$ cat src/rtl/frame_rate_shaper_if.sv
// AXI-Stream style beat interface used on both sides of the frame rate shaper.
//   valid/ready/last : handshake and end-of-frame marker
//   data             : DATA_WIDTH-bit beat payload
//   keep/user        : DATA_WIDTH/8 bits each, one bit per byte lane
//   id               : 3-bit stream identifier
// master drives the beat and samples ready; slave samples the beat and drives ready.
interface frame_rate_shaper_if #(
    parameter int DATA_WIDTH = 512
);
    logic                    valid;
    logic                    ready;
    logic                    last;
    logic [DATA_WIDTH-1:0]   data;
    logic [DATA_WIDTH/8-1:0] keep;
    logic [DATA_WIDTH/8-1:0] user;
    logic [2:0]              id;

    modport master (
        output valid, last, data, keep, user, id,
        input  ready
    );

    modport slave (
        input  valid, last, data, keep, user, id,
        output ready
    );
endinterface

$ cat src/rtl/frame_rate_shaper.sv
// Frame rate shaper: passes AXI-Stream frames through a one-entry output
// register and inserts a programmable number of idle input cycles after
// each frame's last beat.
//   clk         : sole clock, rising edge
//   rst         : synchronous, active-low reset
//   start       : pulse, begins shaping from IDLE and clears both counters
//   stop        : pulse, ends shaping at the next frame boundary
//   gap_cycles  : idle input cycles after each frame, sampled on the last beat
//   axis_s      : upstream beat stream (slave side)
//   axis_m      : downstream beat stream (master side), registered
//   frame_count : frames whose last beat was accepted since the last start
//   gap_count   : cycles spent in GAP since the last start
//   busy        : high whenever the shaper is not IDLE
module frame_rate_shaper #(
    parameter int DATA_WIDTH = 512,
    parameter int GAP_WIDTH  = 16
) (
    input  logic                 clk,
    input  logic                 rst,
    input  logic                 start,
    input  logic                 stop,
    input  logic [GAP_WIDTH-1:0] gap_cycles,
    frame_rate_shaper_if.slave   axis_s,
    frame_rate_shaper_if.master  axis_m,
    output logic [31:0]          frame_count,
    output logic [31:0]          gap_count,
    output logic                 busy
);

    typedef enum logic [1:0] {
        IDLE  = 2'd0,
        PASS  = 2'd1,
        GAP   = 2'd2,
        DRAIN = 2'd3
    } state_t;

    state_t               state, state_next;
    logic [GAP_WIDTH-1:0] gap_cnt, gap_cnt_next;
    logic                 mid_frame;
    logic                 frame_open;
    logic                 clr_counters;
    logic                 inc_gap;

    logic                    m_valid_q;
    logic                    m_last_q;
    logic [DATA_WIDTH-1:0]   m_data_q;
    logic [DATA_WIDTH/8-1:0] m_keep_q;
    logic [DATA_WIDTH/8-1:0] m_user_q;
    logic [2:0]              m_id_q;

    logic s_ready;
    logic accept;
    logic accept_last;

    // The output register can take a new beat when empty or emptying this cycle.
    assign s_ready     = ((state == PASS) || (state == DRAIN)) && (!m_valid_q || axis_m.ready);
    assign accept      = axis_s.valid && s_ready;
    assign accept_last = accept && axis_s.last;

    // A frame is still open after this cycle if a non-last beat goes in now,
    // or one went in earlier and the closing beat is not arriving now.
    assign frame_open = accept ? !axis_s.last : mid_frame;

    always_comb begin
        state_next   = state;
        gap_cnt_next = gap_cnt;
        clr_counters = 1'b0;
        inc_gap      = 1'b0;
        case (state)
            IDLE: begin
                if (start && !stop) begin
                    state_next   = PASS;
                    clr_counters = 1'b1;
                end
            end
            PASS: begin
                if (stop) begin
                    state_next = frame_open ? DRAIN : IDLE;
                end else if (accept_last && (gap_cycles != '0)) begin
                    state_next   = GAP;
                    gap_cnt_next = gap_cycles;
                end
            end
            GAP: begin
                inc_gap = 1'b1;
                if (stop) begin
                    state_next   = IDLE;
                    gap_cnt_next = '0;
                end else begin
                    if (gap_cnt != '0) begin
                        gap_cnt_next = gap_cnt - GAP_WIDTH'(1);
                    end
                    if (gap_cnt <= GAP_WIDTH'(1)) begin
                        state_next = PASS;
                    end
                end
            end
            DRAIN: begin
                if (accept_last) begin
                    state_next = IDLE;
                end
            end
            default: state_next = IDLE;
        endcase
    end

    always_ff @(posedge clk) begin
        if (!rst) begin
            state     <= IDLE;
            gap_cnt   <= '0;
            mid_frame <= 1'b0;
        end else begin
            state   <= state_next;
            gap_cnt <= gap_cnt_next;
            if (accept) begin
                mid_frame <= !axis_s.last;
            end
        end
    end

    always_ff @(posedge clk) begin
        if (!rst) begin
            frame_count <= '0;
            gap_count   <= '0;
        end else if (clr_counters) begin
            frame_count <= '0;
            gap_count   <= '0;
        end else begin
            if (accept_last) begin
                frame_count <= frame_count + 32'd1;
            end
            if (inc_gap) begin
                gap_count <= gap_count + 32'd1;
            end
        end
    end

    // Valid tracks only the handshake, so a held beat keeps draining in GAP and IDLE.
    always_ff @(posedge clk) begin
        if (!rst) begin
            m_valid_q <= 1'b0;
        end else if (accept) begin
            m_valid_q <= 1'b1;
        end else if (axis_m.ready) begin
            m_valid_q <= 1'b0;
        end
    end

    // Payload is don't-care while invalid, so it needs no reset.
    always_ff @(posedge clk) begin
        if (accept) begin
            m_last_q <= axis_s.last;
            m_data_q <= axis_s.data;
            m_keep_q <= axis_s.keep;
            m_user_q <= axis_s.user;
            m_id_q   <= axis_s.id;
        end
    end

    assign axis_s.ready = s_ready;
    assign axis_m.valid = m_valid_q;
    assign axis_m.last  = m_last_q;
    assign axis_m.data  = m_data_q;
    assign axis_m.keep  = m_keep_q;
    assign axis_m.user  = m_user_q;
    assign axis_m.id    = m_id_q;
    assign busy         = (state != IDLE);

endmodule

$ cat src/flat_wrapper.sv
// flat-port wrapper written by rule: the top's interface ports become plain ports
module frame_rate_shaper_flat 
#(
    parameter int DATA_WIDTH = 512,
    parameter int GAP_WIDTH  = 16
)
  (clk, rst, start, stop, gap_cycles, frame_count, gap_count, busy, axis_s_valid, axis_s_last, axis_s_data, axis_s_keep, axis_s_user, axis_s_id, axis_s_ready, axis_m_valid, axis_m_last, axis_m_data, axis_m_keep, axis_m_user, axis_m_id, axis_m_ready);
  frame_rate_shaper_if #(.DATA_WIDTH(DATA_WIDTH)) axis_s_i ();
  frame_rate_shaper_if #(.DATA_WIDTH(DATA_WIDTH)) axis_m_i ();
  input  logic clk;
  input  logic rst;
  input  logic start;
  input  logic stop;
  input  logic [GAP_WIDTH-1:0] gap_cycles;
  output logic [31:0] frame_count;
  output logic [31:0] gap_count;
  output logic busy;
  input wire logic [$bits(axis_s_i.valid)-1:0] axis_s_valid;
  input wire logic [$bits(axis_s_i.last)-1:0] axis_s_last;
  input wire logic [$bits(axis_s_i.data)-1:0] axis_s_data;
  input wire logic [$bits(axis_s_i.keep)-1:0] axis_s_keep;
  input wire logic [$bits(axis_s_i.user)-1:0] axis_s_user;
  input wire logic [$bits(axis_s_i.id)-1:0] axis_s_id;
  output wire logic [$bits(axis_s_i.ready)-1:0] axis_s_ready;
  output wire logic [$bits(axis_m_i.valid)-1:0] axis_m_valid;
  output wire logic [$bits(axis_m_i.last)-1:0] axis_m_last;
  output wire logic [$bits(axis_m_i.data)-1:0] axis_m_data;
  output wire logic [$bits(axis_m_i.keep)-1:0] axis_m_keep;
  output wire logic [$bits(axis_m_i.user)-1:0] axis_m_user;
  output wire logic [$bits(axis_m_i.id)-1:0] axis_m_id;
  input wire logic [$bits(axis_m_i.ready)-1:0] axis_m_ready;
  assign axis_s_i.valid = axis_s_valid;
  assign axis_s_i.last = axis_s_last;
  assign axis_s_i.data = axis_s_data;
  assign axis_s_i.keep = axis_s_keep;
  assign axis_s_i.user = axis_s_user;
  assign axis_s_i.id = axis_s_id;
  assign axis_s_ready = axis_s_i.ready;
  assign axis_m_valid = axis_m_i.valid;
  assign axis_m_last = axis_m_i.last;
  assign axis_m_data = axis_m_i.data;
  assign axis_m_keep = axis_m_i.keep;
  assign axis_m_user = axis_m_i.user;
  assign axis_m_id = axis_m_i.id;
  assign axis_m_i.ready = axis_m_ready;
  frame_rate_shaper #(.DATA_WIDTH(DATA_WIDTH), .GAP_WIDTH(GAP_WIDTH)) u_core (.clk(clk), .rst(rst), .start(start), .stop(stop), .gap_cycles(gap_cycles), .axis_s(axis_s_i), .axis_m(axis_m_i), .frame_count(frame_count), .gap_count(gap_count), .busy(busy));
endmodule
$ cat config.mk
export PLATFORM = sky130hd
export DESIGN_NAME = frame_rate_shaper_flat
export DESIGN_NICKNAME = d
export VERILOG_FILES = /design/src/rtl/frame_rate_shaper_if.sv /design/src/rtl/frame_rate_shaper.sv /design/src/flat_wrapper.sv
export SDC_FILE = /design/constraint.sdc
export NUM_CORES = 1
export LEC_CHECK = 0
export CAP_MARGIN = 20
export CORE_AREA = 5 5 540 542
export CTS_CLUSTER_DIAMETER = 50
export DETAILED_ROUTE_END_ITERATION = 7
export DIE_AREA = 0 0 545 547
export GPL_TIMING_DRIVEN = 1
export PLACE_DENSITY = 0.3
export REMOVE_ABC_BUFFERS = 1
export SETUP_SLACK_MARGIN = 0.15
export SYNTH_ARGS = -nofsm -noshare
export SYNTH_HDL_FRONTEND = slang
export SYNTH_SLANG_ARGS = --single-unit
$ cat constraint.sdc
create_clock -name clk -period 75.7 [get_ports clk]
set_input_delay 15.14 -clock clk [delete_from_list [all_inputs] [get_ports clk]]
set_output_delay 15.14 -clock clk [all_outputs]
set_load 0.005 [all_outputs]
Word-level counts from Yosys, hierarchy flattened
Cells that the tools add are included.

cells by class
  bitwise gates (word level) = 1
  reduce and logical (&&, ||, !) cells = 19
  $add $sub $neg = 3
  $lt $le $gt $ge = 1
  muxes and demuxes = 19
  equal/unequal tests = 10

operators with widths
  cell                     count
  $add A32 B1 Y32 const B  2
  $mux W16                 4
  $pmux W16 S2             1
  $reduce_bool A16 Y1      2
  $le A16 B1 Y1 const B    1
  $sub A16 B1 Y16 const B  1
  $mux W2                  7
  $pmux W2 S4              1
  $reduce_and A4 Y1        2
  $mux W1                  6
  $ne A3 B2 Y1 const B     2
  $reduce_bool A2 Y1       3
  $logic_and A1 B1 Y1      5
  $eq A2 B2 Y1 const B     2
  $ne A2 B1 Y1 const B     2
  $ne A2 B2 Y1 const B     2
  $logic_not A1 Y1         3
  $ne A3 B3 Y1 const B     1
  $eq A2 B1 Y1 const B     1
  $logic_not A2 Y1         1
  $logic_or A1 B1 Y1       2
  $reduce_or A2 Y1         1
  $not A1 Y1               1

storage, ports and cells
  output and inout bits = 711
  input port bits = 666
  word-level logic and storage cells = 64
  bits in registers = 728

Logic depth before layout (Yosys ltp)
Gate-level depths: netlist of run 1.

  depth after elaboration = 9
  gate-level depth with buffers = 8
  gate-level depth less buffers = 7

Least setup slack after synthesis of run 1
No wires, ideal clock.

  kind = input -> register
  from = input port axis_s_valid
  to = register u_core.state[1]
  library setup time = 0.115 ns
  required time = 75.585 ns
  buffers on the path = 0
  path slack = 27.898 ns
  stages on the path = 5
  data arrival time = 47.687 ns
  cells stage by stage = nand2_1 -> nor2b_1 -> mux2i_1 -> o2111a_1 -> o21a_1

between the ends
  cells in the longest elaborated chain, start to end = 5
  elaborated cells on any way between the ends = 10
  classes of those cells = 2 x eq/ne; 4 x mux; 4 x reduce/logical

RTL lines
  element                                           RTL line                                          text
  start, declared                                   flat_wrapper.sv:18                                input wire logic [$bits(axis_s_i.valid)-1:0] axis_s_valid;
  $logic_and A1 B1 Y1 *                             frame_rate_shaper.sv:57                           assign accept = axis_s.valid && s_ready;
  net u_core.accept                                 frame_rate_shaper.sv:52                           logic accept;
  $mux W1 or $logic_and A1 B1 Y1 (tied branches)    n/a
  $mux W2 or $logic_and A1 B1 Y1 (tied branches)    frame_rate_shaper.sv:78, frame_rate_shaper.sv:79
  $mux W2 or $ne A3 B3 Y1 (tied branches)           n/a
  $pmux W2 S4 or $reduce_and A4 Y1 (tied branches)  n/a
  end signal, assigned                              frame_rate_shaper.sv:113                          state <= state_next;
  end, declared                                     frame_rate_shaper.sv:37                           state_t state, state_next;

The timed path passes the listed nets; every way through them passes the cells marked *.
A chain may end at the register's enable or synchronous reset.

Final worst setup path of run 1
  from = input port axis_m_ready
  to = output port axis_s_ready

between the ends
  cells in the longest elaborated chain, start to end = 2

RTL lines
  element              RTL line                 text
  start, declared      flat_wrapper.sv:31       input wire logic [$bits(axis_m_i.ready)-1:0] axis_m_ready;
  $logic_or A1 B1 Y1   frame_rate_shaper.sv:56  assign s_ready = ((state == PASS) || (state == DRAIN)) && (!m_valid_q || axis_m.ready);
  $logic_and A1 B1 Y1  frame_rate_shaper.sv:56
  end, declared        flat_wrapper.sv:24       output wire logic [$bits(axis_s_i.ready)-1:0] axis_s_ready;

Every way passes these cells.

==> results.yml, run 1 <==
place:
  dpl_worst_slack_ns: 44.01
  finalWeightedCongestion: 0.839
  hpwl_um: 162000
  port_buffers: 1376
sta:
  final-setup-viol-count: 0
  final_hold_viol_count: 0
  tightest_slew_ns: 1.04
  fmax_mhz: 31.5
  fin_tns_setup_ns: 0
  slew_headroom_pct: 30.5
  fin_hold_ws_ns: 0.494
  setup_ws_ns: 44.00
  drv_slew: 0
  skew_ns: 0.0642
  rsz0062_at_grt: "no"
  period_share_pct: 41.9
  finalWorstPathRequiredPeriod_ns: 31.70
yosys:
  synth_area_leader_cell: "edfxtp_1"
  synth_commonest_cells: "644 x edfxtp_1, 84 x dfxtp_1, 64 x nor2_1, 44 x nand2_1"
  synth_adder_area_share_pct: 0.264
  synth_xor_area_share_pct: 1.85
  synth_edf_count: 644
  synth_flop_cell: "edfxtp_1"
  async_flop_share_pct: 0
  netlist_area_mm2: 0.0237
  synth.distinct_cells: 61
  synth-seq-area-share_pct: 88.8
  ys_top_cells_by_area: "edfxtp_1 82%, dfxtp_1 7.1%, xnor2_1 1.1%"
  muxShareOfSynthArea_pct: 0.0423
  synth_top_family_by_area: "simple AND/OR/NAND/NOR gates"
  synthSimpleGateAreaFrac_pct: 5.48
  synthCells: 1177
  syn_avg_cell_area_um2: 20.1
  ys_ff_latch: 728
  synth_most_common_cell: "edfxtp_1"
  synth_compound_area_share_pct: 2.72
  yosys.area.top_type_share_pct: 81.7
  yosys_warnings: 0
clock_network:
  insertion_delay_ns: 0.81
  cts_tree: "done"
  cts.clk_slew.worst_paths_ns: 0.04
  cts_resized: 0
  htreeDepth: 4
  clock_sinks: 728
  post_cts_buffers: 0
  holdBufCountCts: 0
  cts_buffers: 162
  cts_max_path_buffers: 4
  root_buffer: "clkbuf_16"
critical_path:
  r2r_cells: 7
  r2r_slack_ns: 69.83
  worst_setup_path_start_kind: "primary input"
  crit_fanout: 8
  worstPathRequired_ns: 60.56
  endpoint_kind: "primary output"
  crit_type: "in2out"
  arrival_ns: 16.56
  r2r-start: "u_core.state[0]"
  timing.rr.end: "u_core.axis_m.data[179]"
drt:
  dr.pass1.iters: 5
  wl_per_cell_um: 28.4
  drcViolationCount: 0
  viasPerCell: 2.81
  drt_wl_total_um: 188000
  drtAntennaViolNets: 0
  dr.first_iter.drc_count: 1070
  vias: 18642
cells_and_area:
  drive_gt1_share_pct: 10.2
  final_nets: 3371
  area_growth_pct: 101
floorplan:
  initial_utilization_pct: 8.27
  die_y_um: 547
  die-width_um: 545
  num_rows: 197
  core_area_mm2: 0.286
  dieArea_mm2: 0.298
  ioPinCount: 1377
grt:
  track_usage_pct: 12.0
  grt_antenna_before_repair: 282
  grt_overflow: 0
  grt_pass1_vias: 18929
  grt_max_degree: 137
  grt_pass1_wl_um: 228000
pwr:
  p_per_area_mw_per_mm2: 27.9
  p_int_mw: 1.01
  p_leak_nw: 15.3
  combPwrFrac_pct: 10.0
  irDropWorstVdd_mv: 0.0151
  seq_power_share_pct: 36.2
  p_sw_mw: 0.320
  p_clk_share_pct: 53.7
  switching_share_pct: 24.1
min_path:
  hold_path_class: "reg2reg"
  hp-start: "u_core.gap_cnt[6]"
  min_to: "u_core.gap_cnt[6]"
  holdPathStages: 2
run:
  cap_violations: 0
run_status:
  status: "completed"
## cells by family after synthesis
group           after synthesis
fa+ha+maj                     5
buf+inv                      51
compound gates               95
xor+xnor                     50
mux                           1
flops                       728
simple gates                247
## sequential cells by signal (all words and copies together), names as in the netlist, 2 cells and up
| signal | cells |
|---|---|
| u_core.gap_count | 32 |
| u_core.axis_m.id | 3 |
| u_core.axis_m.user | 64 |
| u_core.frame_count | 32 |
| u_core.axis_m.keep | 64 |
| u_core.gap_cnt | 16 |
| u_core.state | 2 |
| u_core.axis_m.data | 512 |
## through the flow
stage / instance area, um2 / power, mW / util, % / cells
after detailed placement: 42200 / 0.628 / 14.7 / 6317
after CTS: 47600 / 1.36 / 16.6 / 6607
final: 47700 / 1.33 / 16.6 / 6642
after global placement: 42200 / 0.627 / 14.7 / 6317
after global routing: 47600 / 1.39 / 16.6 / 6611
after floorplan: 23600 / 0.547 / - / 1147
## cell type report
class,count,area (um2)
Inverter,21,78.8
Multi-Input combinational cell,398,2470
Clock inverter,103,1160
Clock buffer,187,4250
Timing Repair Buffer,1389,13900
Antenna cell,35,87.6
Tap cell,3781,4730
Fill cell,31366,239000
Sequential cell,728,21000
## cells in the final DEF, fill, tap and decap left out, types with 3 or more instances in the layout
cell type	Yosys	layout
nor3_1	18	18
clkinv_1	0	16
o32ai_1	8	8
o31a_1	4	4
xor2_1	19	19
ha_1	5	5
inv_1	21	21
clkinvlp_4	0	12
nand4_1	15	15
clkdlybuf4s50_1	0	1376
or3_1	14	14
xnor2_1	31	31
and3_1	4	4
or4_1	7	7
clkbuf_8	0	4
o21ai_0	20	19
a21oi_1	31	31
nor2_1	64	64
clkinv_8	0	6
nand2_1	44	44
a22oi_1	3	3
inv_6	0	13
o21a_1	3	3
clkinv_4	0	9
clkbuf_1	23	18
nor4_1	23	23
diode_2	0	35
nand3_1	23	23
a311oi_1	4	4
and4_1	7	7
edfxtp_1	644	644
and2_1	5	5
clkinv_2	0	25
or2_2	4	4
buf_4	0	12
bufinv_16	0	18
dfxtp_1	84	84
clkbuf_16	0	165
## how the worst max path moves through the flow
stage                     slack (ns)              end          from  depth (start not counted)
after floorplan                28.00  u_core.state[1]  axis_m_ready                          5
after global placement         43.99     axis_s_ready  axis_m_ready                          4
after detailed placement       44.01     axis_s_ready  axis_m_ready                          4
after CTS                      44.00     axis_s_ready  axis_m_ready                          4
after global routing           43.94     axis_s_ready  axis_m_ready                          4
final                          44.00     axis_s_ready  axis_m_ready                          4
## routing by layer
layer	vias up	global-route usage, %	wire, um
met5	-	0	977
met4	154	2.58	4760
met3	573	9.40	32600
met2	1442	20.3	89000
met1	8687	11.4	61000
li1	7786	-	-
## worst max-delay path: stages
cell	delay, ns
clkdlybuf4s50_1	0.45
nand2b_1	0.26
and2_1	0.19
clkdlybuf4s50_1	0.52
## power groups by stage
stage          combinational, mW  clock (mW)  sequential [mW]
4_1_cts                    0.139       0.744            0.482
3_3_place_gp               0.138           0            0.489
2_1_floorplan             0.0189           0            0.528
3_5_place_dp               0.138           0            0.490
6_report                   0.133       0.715            0.482
5_1_grt                    0.142       0.760            0.484
(Power assumes the default switching activity.)
==> run 2: changes to the inputs <==
--- a/config.mk
+++ b/config.mk
@@ -6,10 +6,10 @@
 export NUM_CORES = 1
 export LEC_CHECK = 0
 export CAP_MARGIN = 20
-export CORE_AREA = 5 5 540 542
+export CORE_AREA = 5 5 527 529
 export CTS_CLUSTER_DIAMETER = 50
 export DETAILED_ROUTE_END_ITERATION = 7
-export DIE_AREA = 0 0 545 547
+export DIE_AREA = 0 0 532 534
 export GPL_TIMING_DRIVEN = 1
 export PLACE_DENSITY = 0.3
 export REMOVE_ABC_BUFFERS = 1
==> constraint.sdc (replaced) <==
create_clock -name clk -period 28.9 [get_ports clk]
set_input_delay 5.78 -clock clk [delete_from_list [all_inputs] [get_ports clk]]
set_output_delay 5.78 -clock clk [all_outputs]
set_load 0.005 [all_outputs]
==> run 2 against run 1 <==
Global-route usage rose by 0.41 points. Register-to-register slack got worse by 46 ns. Utilization rose by 0.74 points. Cell count fell by 3.1%. Non-clock buffer count did not move. Wire length fell by 2.0%. Clock-buffer cell count fell by 5. Critical path depth did not move. Sequential cell count did not move. Largest cell class unchanged. Sequential share of layout area rose by 0.29 points. Clock skew rose by 0.0018 ns. Critical endpoint unchanged. Clock power rose to 2.6 times the previous value.
==> results.yml, run 2 (synthesized netlist as in run 1, its figures left out) <==
critical_path:
  r2r_cells: 6
  cpPeakStageDelay_ns: 0.51
  cp.buffers_inverters: 2
  worst_setup_path_start_kind: "primary input"
  worstPathRequired_ns: 23.12
  crit_slowest_cell: "clkdlybuf4s50_1"
  timing.rr.end: "u_core.axis_m.data[12]"
  crit_type: "in2out"
  crit_fanout: 8
  path_delay_family: "buffers and inverters"
  path_cells: "clkdlybuf4s50_1 > nand2b_1 > and2_1 > clkdlybuf4s50_1"
  endpoint_kind: "primary output"
  arrival_ns: 7.21
  path_common_cell: "clkdlybuf4s50_1"
  r2r-start: "u_core.state[0]"
  r2r_slack_ns: 24.07
  critical_path_depth: 4
drt:
  vias: 18580
  dr.first_iter.drc_count: 1098
  dr.pass1.iters: 4
  drcViolationCount: 0
  drtAntennaViolNets: 0
  viasPerCell: 2.89
  wl_per_cell_um: 28.7
  drt_wl_total_um: 184000
place:
  dpl_worst_slack_ns: 15.89
  port_buffers: 1376
  placed_cells: 6125
  finalWeightedCongestion: 0.838
  placed_cell_area_mm2: 0.0419
  hpwl_um: 158000
sta:
  final_hold_viol_count: 0
  setup_ws_ns: 15.91
  tightest_slew_ns: 1.07
  fmax_mhz: 77.0
  fin_tns_setup_ns: 0
  drv_slew: 0
  skew_ns: 0.0660
  rsz0062_at_grt: "no"
  slew_headroom_pct: 28.8
  period_share_pct: 45.0
  finalWorstPathRequiredPeriod_ns: 12.99
  fin_hold_ws_ns: 0.487
  final-setup-viol-count: 0
grt:
  grt_antenna_before_repair: 231
  grt_overflow: 0
  grt_max_degree: 138
  track_usage_pct: 12.4
  grt_pass1_vias: 18919
  grt_pass1_wl_um: 228000
run:
  cap_violations: 0
cells_and_area:
  most-common-layout-cells: "1376 x clkdlybuf4s50_1, 644 x edfxtp_1, 158 x clkbuf_16, 84 x dfxtp_1, 64 x nor2_1"
  layout.cells.non_filler: 6433
  multi_input_comb_area_mm2: 0.00247
  regArea_mm2: 0.0210
  n_fill_cell: 29768
  final_common_cell: "clkdlybuf4s50_1"
  largest_reg_flops: 512
  area_growth_pct: 100
  final_area_mm2: 0.0474
  final_nets: 3366
  drive_gt1_share_pct: 10.0
clock_network:
  cts.clk_slew.worst_paths_ns: 0.04
  cts_tree: "done"
  htreeDepth: 4
  insertion_delay_ns: 0.81
  holdBufCountCts: 0
  cts_buffers: 157
  cts_resized: 0
  clock_sinks: 728
  post_cts_buffers: 0
  root_buffer: "clkbuf_16"
  cts_max_path_buffers: 4
min_path:
  min_to: "u_core.gap_cnt[6]"
  hold_path_class: "reg2reg"
  hp-start: "u_core.gap_cnt[6]"
  holdPathStages: 2
pwr:
  p_per_area_mw_per_mm2: 73.4
  p_leak_nw: 15.3
  irDropWorstVdd_mv: 0.0421
floorplan:
  core_area_mm2: 0.272
  ioPinCount: 1377
  num_rows: 192
  die-width_um: 532
  initial_utilization_pct: 8.69
  die_y_um: 534
  dieArea_mm2: 0.284
run_status:
  status: "completed"
[run 2: changes by cell type in the layout (fill, tap and decap cells not counted), moves of 2 or more]
cell	before	now
clkbuf_16	165	158
clkbuf_8	4	6
clkinv_1	16	14
clkinv_16	1	4
clkinv_2	25	16
clkinv_8	6	1
clkinvlp_4	12	19
diode_2	35	25
inv_16	0	3
inv_6	13	15
[run 2: worst min-delay path, delay by kind of cell (launching register included)]
family,cells,cell delay (ns)
AOI/OAI and AO/OA,1,0.07
and+or+nand+nor,1,0.06
DFF,1,0.31
[run 2: report_power, final]
part	switching [mW]	internal [mW]	leakage, nW
Combinational	0.157	0.188	6.11
Clock	0.659	1.20	2.56
Sequential	0.0340	1.24	6.58
[run 2: layout make-up]
type | count | area share, %
flip-flops and latches | 728 | 44.4
repair buffers | 1389 | 29.3
well taps | 3589 | 9.48
clock buffers | 182 | 8.66
multi-input cells | 398 | 5.22
clock inverters | 101 | 2.67
inverters | 21 | 0.166
diodes | 25 | 0.132
[run 2: how the worst max path moves through the flow]
stage                      start               to  slack, ns
global placement    axis_m_ready     axis_s_ready      15.86
floorplan           axis_m_ready  u_core.state[1]      -9.44
detailed placement  axis_m_ready     axis_s_ready      15.89
CTS                 axis_m_ready     axis_s_ready      15.89
finish              axis_m_ready     axis_s_ready      15.91
global route        axis_m_ready     axis_s_ready      15.83
[run 2: layer usage]
metal | global-route usage (%) | routed length [um] | part of all wire, % | up-vias
li1 | - | - | - | 7744
met1 | 13.4 | 67800 | 37 | 8800
met2 | 20.8 | 86500 | 47 | 1385
met3 | 7.58 | 24200 | 13 | 541
met4 | 2.50 | 5190 | 2.8 | 110
met5 | 0 | 721 | 0.39 | -
[run 2: through the flow]
step | util [%] | total power [mW]
final | 17.4 | 3.48
after global routing | 17.4 | 3.62
after CTS | 17.4 | 3.57
after detailed placement | 15.4 | 1.65
after global placement | 15.4 | 1.65
after floorplan | - | 1.43
==> run 3: changes to the inputs <==
--- a/config.mk
+++ b/config.mk
@@ -6,10 +6,10 @@
 export NUM_CORES = 1
 export LEC_CHECK = 0
 export CAP_MARGIN = 20
-export CORE_AREA = 5 5 527 529
+export CORE_AREA = 5 5 529 531
 export CTS_CLUSTER_DIAMETER = 50
 export DETAILED_ROUTE_END_ITERATION = 7
-export DIE_AREA = 0 0 532 534
+export DIE_AREA = 0 0 534 536
 export GPL_TIMING_DRIVEN = 1
 export PLACE_DENSITY = 0.3
 export REMOVE_ABC_BUFFERS = 1
==> constraint.sdc (replaced) <==
create_clock -name clk -period 13.5 [get_ports clk]
set_input_delay 2.7 -clock clk [delete_from_list [all_inputs] [get_ports clk]]
set_output_delay 2.7 -clock clk [all_outputs]
set_load 0.005 [all_outputs]
==> run 3 against run 2 <==
Via count about the same. Worst setup slack worse by 9.2 ns. Register-to-register slack worse by 14 ns. Hold slack better by 0.0055 ns. Final area about the same. Sequential cell count unchanged. Cell count up 0.67%. First-iteration DRC count up 16%. Clock power up 110%. Sequential power up 110%.
==> results.yml, run 3 (synthesized netlist as in run 1, its figures left out) <==
drt:
  wl_met1_um: 63500
  wl_met2_um: 94200
  wl_per_cell_um: 29.7
  vias: 18578
  drtAntennaViolNets: 0
  viasPerCell: 2.87
  drcViolationCount: 0
  dr.first_iter.drc_count: 1276
  drt_wl_total_um: 193000
  wl_met3_um: 28600
  top_layer: "met5"
  dr.pass1.iters: 5
place:
  finalWeightedCongestion: 0.815
  placed_cells: 6142
  port_buffers: 1376
  hpwl_um: 166000
sta:
  rsz0062_at_grt: "no"
  finalWorstPathRequiredPeriod_ns: 6.82
  fmax_mhz: 147
  tightest_slew_ns: 1.09
  final-setup-viol-count: 0
  slew_headroom_pct: 27.6
  final_hold_viol_count: 0
  drv_slew: 0
  period_share_pct: 50.5
  skew_ns: 0.0432
  fin_tns_setup_ns: 0
critical_path:
  cpPeakStageDelay_ns: 0.51
  crit_slowest_cell: "clkdlybuf4s50_1"
  timing.rr.end: "u_core.axis_m.data[419]"
  endpoint_kind: "primary output"
  crit_type: "in2out"
  path_cells: "clkdlybuf4s50_1 > nand2b_1 > and2_1 > clkdlybuf4s50_1"
  arrival_ns: 4.12
  r2r_cells: 5
  path_common_cell: "clkdlybuf4s50_1"
  worstPathRequired_ns: 10.80
  r2r_slack_ns: 9.61
  worst_setup_path_start_kind: "primary input"
  crit_fanout: 8
  r2r-start: "u_core.state[0]"
pwr:
  seq_power_share_pct: 36.5
  combPwrFrac_pct: 10.1
  irDropWorstVdd_mv: 0.0874
  p_per_area_mw_per_mm2: 156
  p_int_mw: 5.59
  p_leak_nw: 15.3
  report.power.total_mw: 7.42
  p_sw_mw: 1.83
  p_clk_share_pct: 53.4
  switching_share_pct: 24.6
floorplan:
  initial_utilization_pct: 8.61
  die-width_um: 534
  die_y_um: 536
  num_rows: 193
  dieArea_mm2: 0.286
  ioPinCount: 1377
  core_area_mm2: 0.275
clock_network:
  cts_resized: 0
  holdBufCountCts: 0
  clock_sinks: 728
  cts_tree: "done"
  post_cts_buffers: 0
  cts_buffers: 159
  root_buffer: "clkbuf_16"
  cts.clk_slew.worst_paths_ns: 0.05
  insertion_delay_ns: 0.82
  cts_max_path_buffers: 4
  htreeDepth: 4
min_path:
  holdPathStages: 2
  min_to: "u_core.gap_cnt[6]"
  hold_path_class: "reg2reg"
  hp-start: "u_core.gap_cnt[6]"
cells_and_area:
  n_fill_cell: 29940
  final_nets: 3367
  layout.cells.non_filler: 6476
  most-common-layout-cells: "1376 x clkdlybuf4s50_1, 644 x edfxtp_1, 160 x clkbuf_16, 84 x dfxtp_1, 64 x nor2_1"
  largest_reg_flops: 512
  area_growth_pct: 100
  drive_gt1_share_pct: 10.1
  utilization_pct: 17.2
  final_common_cell: "clkdlybuf4s50_1"
run_status:
  status: "completed"
grt:
  grt_pass1_wl_um: 233000
  track_usage_pct: 12.8
  grt_overflow: 0
  grt_antenna_before_repair: 274
  grt_pass1_vias: 18898
  grt_max_degree: 161
run:
  cap_violations: 0
[run 3: power groups by stage]
| stage | registers [mW] | clock network [mW] | logic (mW) |
|---|---|---|---|
| floorplan | 2.96 | 0 | 0.106 |
| global placement | 2.75 | 0 | 0.779 |
| detailed placement | 2.75 | 0 | 0.776 |
| CTS | 2.71 | 4.11 | 0.778 |
| global route | 2.72 | 4.20 | 0.792 |
| finish | 2.71 | 3.96 | 0.746 |
[run 3: layout make-up]
type                            count  area, um2  area share, %
Inverter                           21       78.8          0.166
Sequential cell                   728      21000           44.3
Antenna cell                       44        110          0.232
Clock buffer                      185       4130           8.71
Tap cell                         3607       4510           9.52
Clock inverter                    105       1190           2.51
Timing Repair Buffer             1388      13900           29.3
Multi-Input combinational cell    398       2470           5.21
[run 3: worst max-delay path, delay by kind of cell]
family	cells	cell delay, ns
buffers and inverters	2	0.98
and+or+nand+nor	2	0.45
[run 3: layer usage]
metal  global-route usage (%)  vias to the layer above
li1                         -                     7791
met1                     12.7                     8703
met2                     22.5                     1416
met3                     8.09                      562
met4                     2.97                      106
met5                        0                        -
[run 3: worst max path at each step]
stage | from | end | slack, ns | depth (start not counted)
after detailed placement | axis_m_ready | axis_s_ready | 6.67 | 4
after global placement | axis_m_ready | axis_s_ready | 6.66 | 4
final | axis_m_ready | axis_s_ready | 6.68 | 4
after global routing | axis_m_ready | axis_s_ready | 6.60 | 4
after CTS | axis_m_ready | axis_s_ready | 6.65 | 4
after floorplan | axis_m_ready | u_core.state[1] | -21.76 | 5
[run 3: per-stage QoR]
step                instance area [um2]  worst slack (ns)  hold slack, ns
floorplan                         23600            -21.76           0.457
finish                            47400              6.68           0.492
global route                      47300              6.60           0.540
detailed placement                42000              6.67           0.484
CTS                               47300              6.65           0.493
global placement                  42000              6.66           0.470
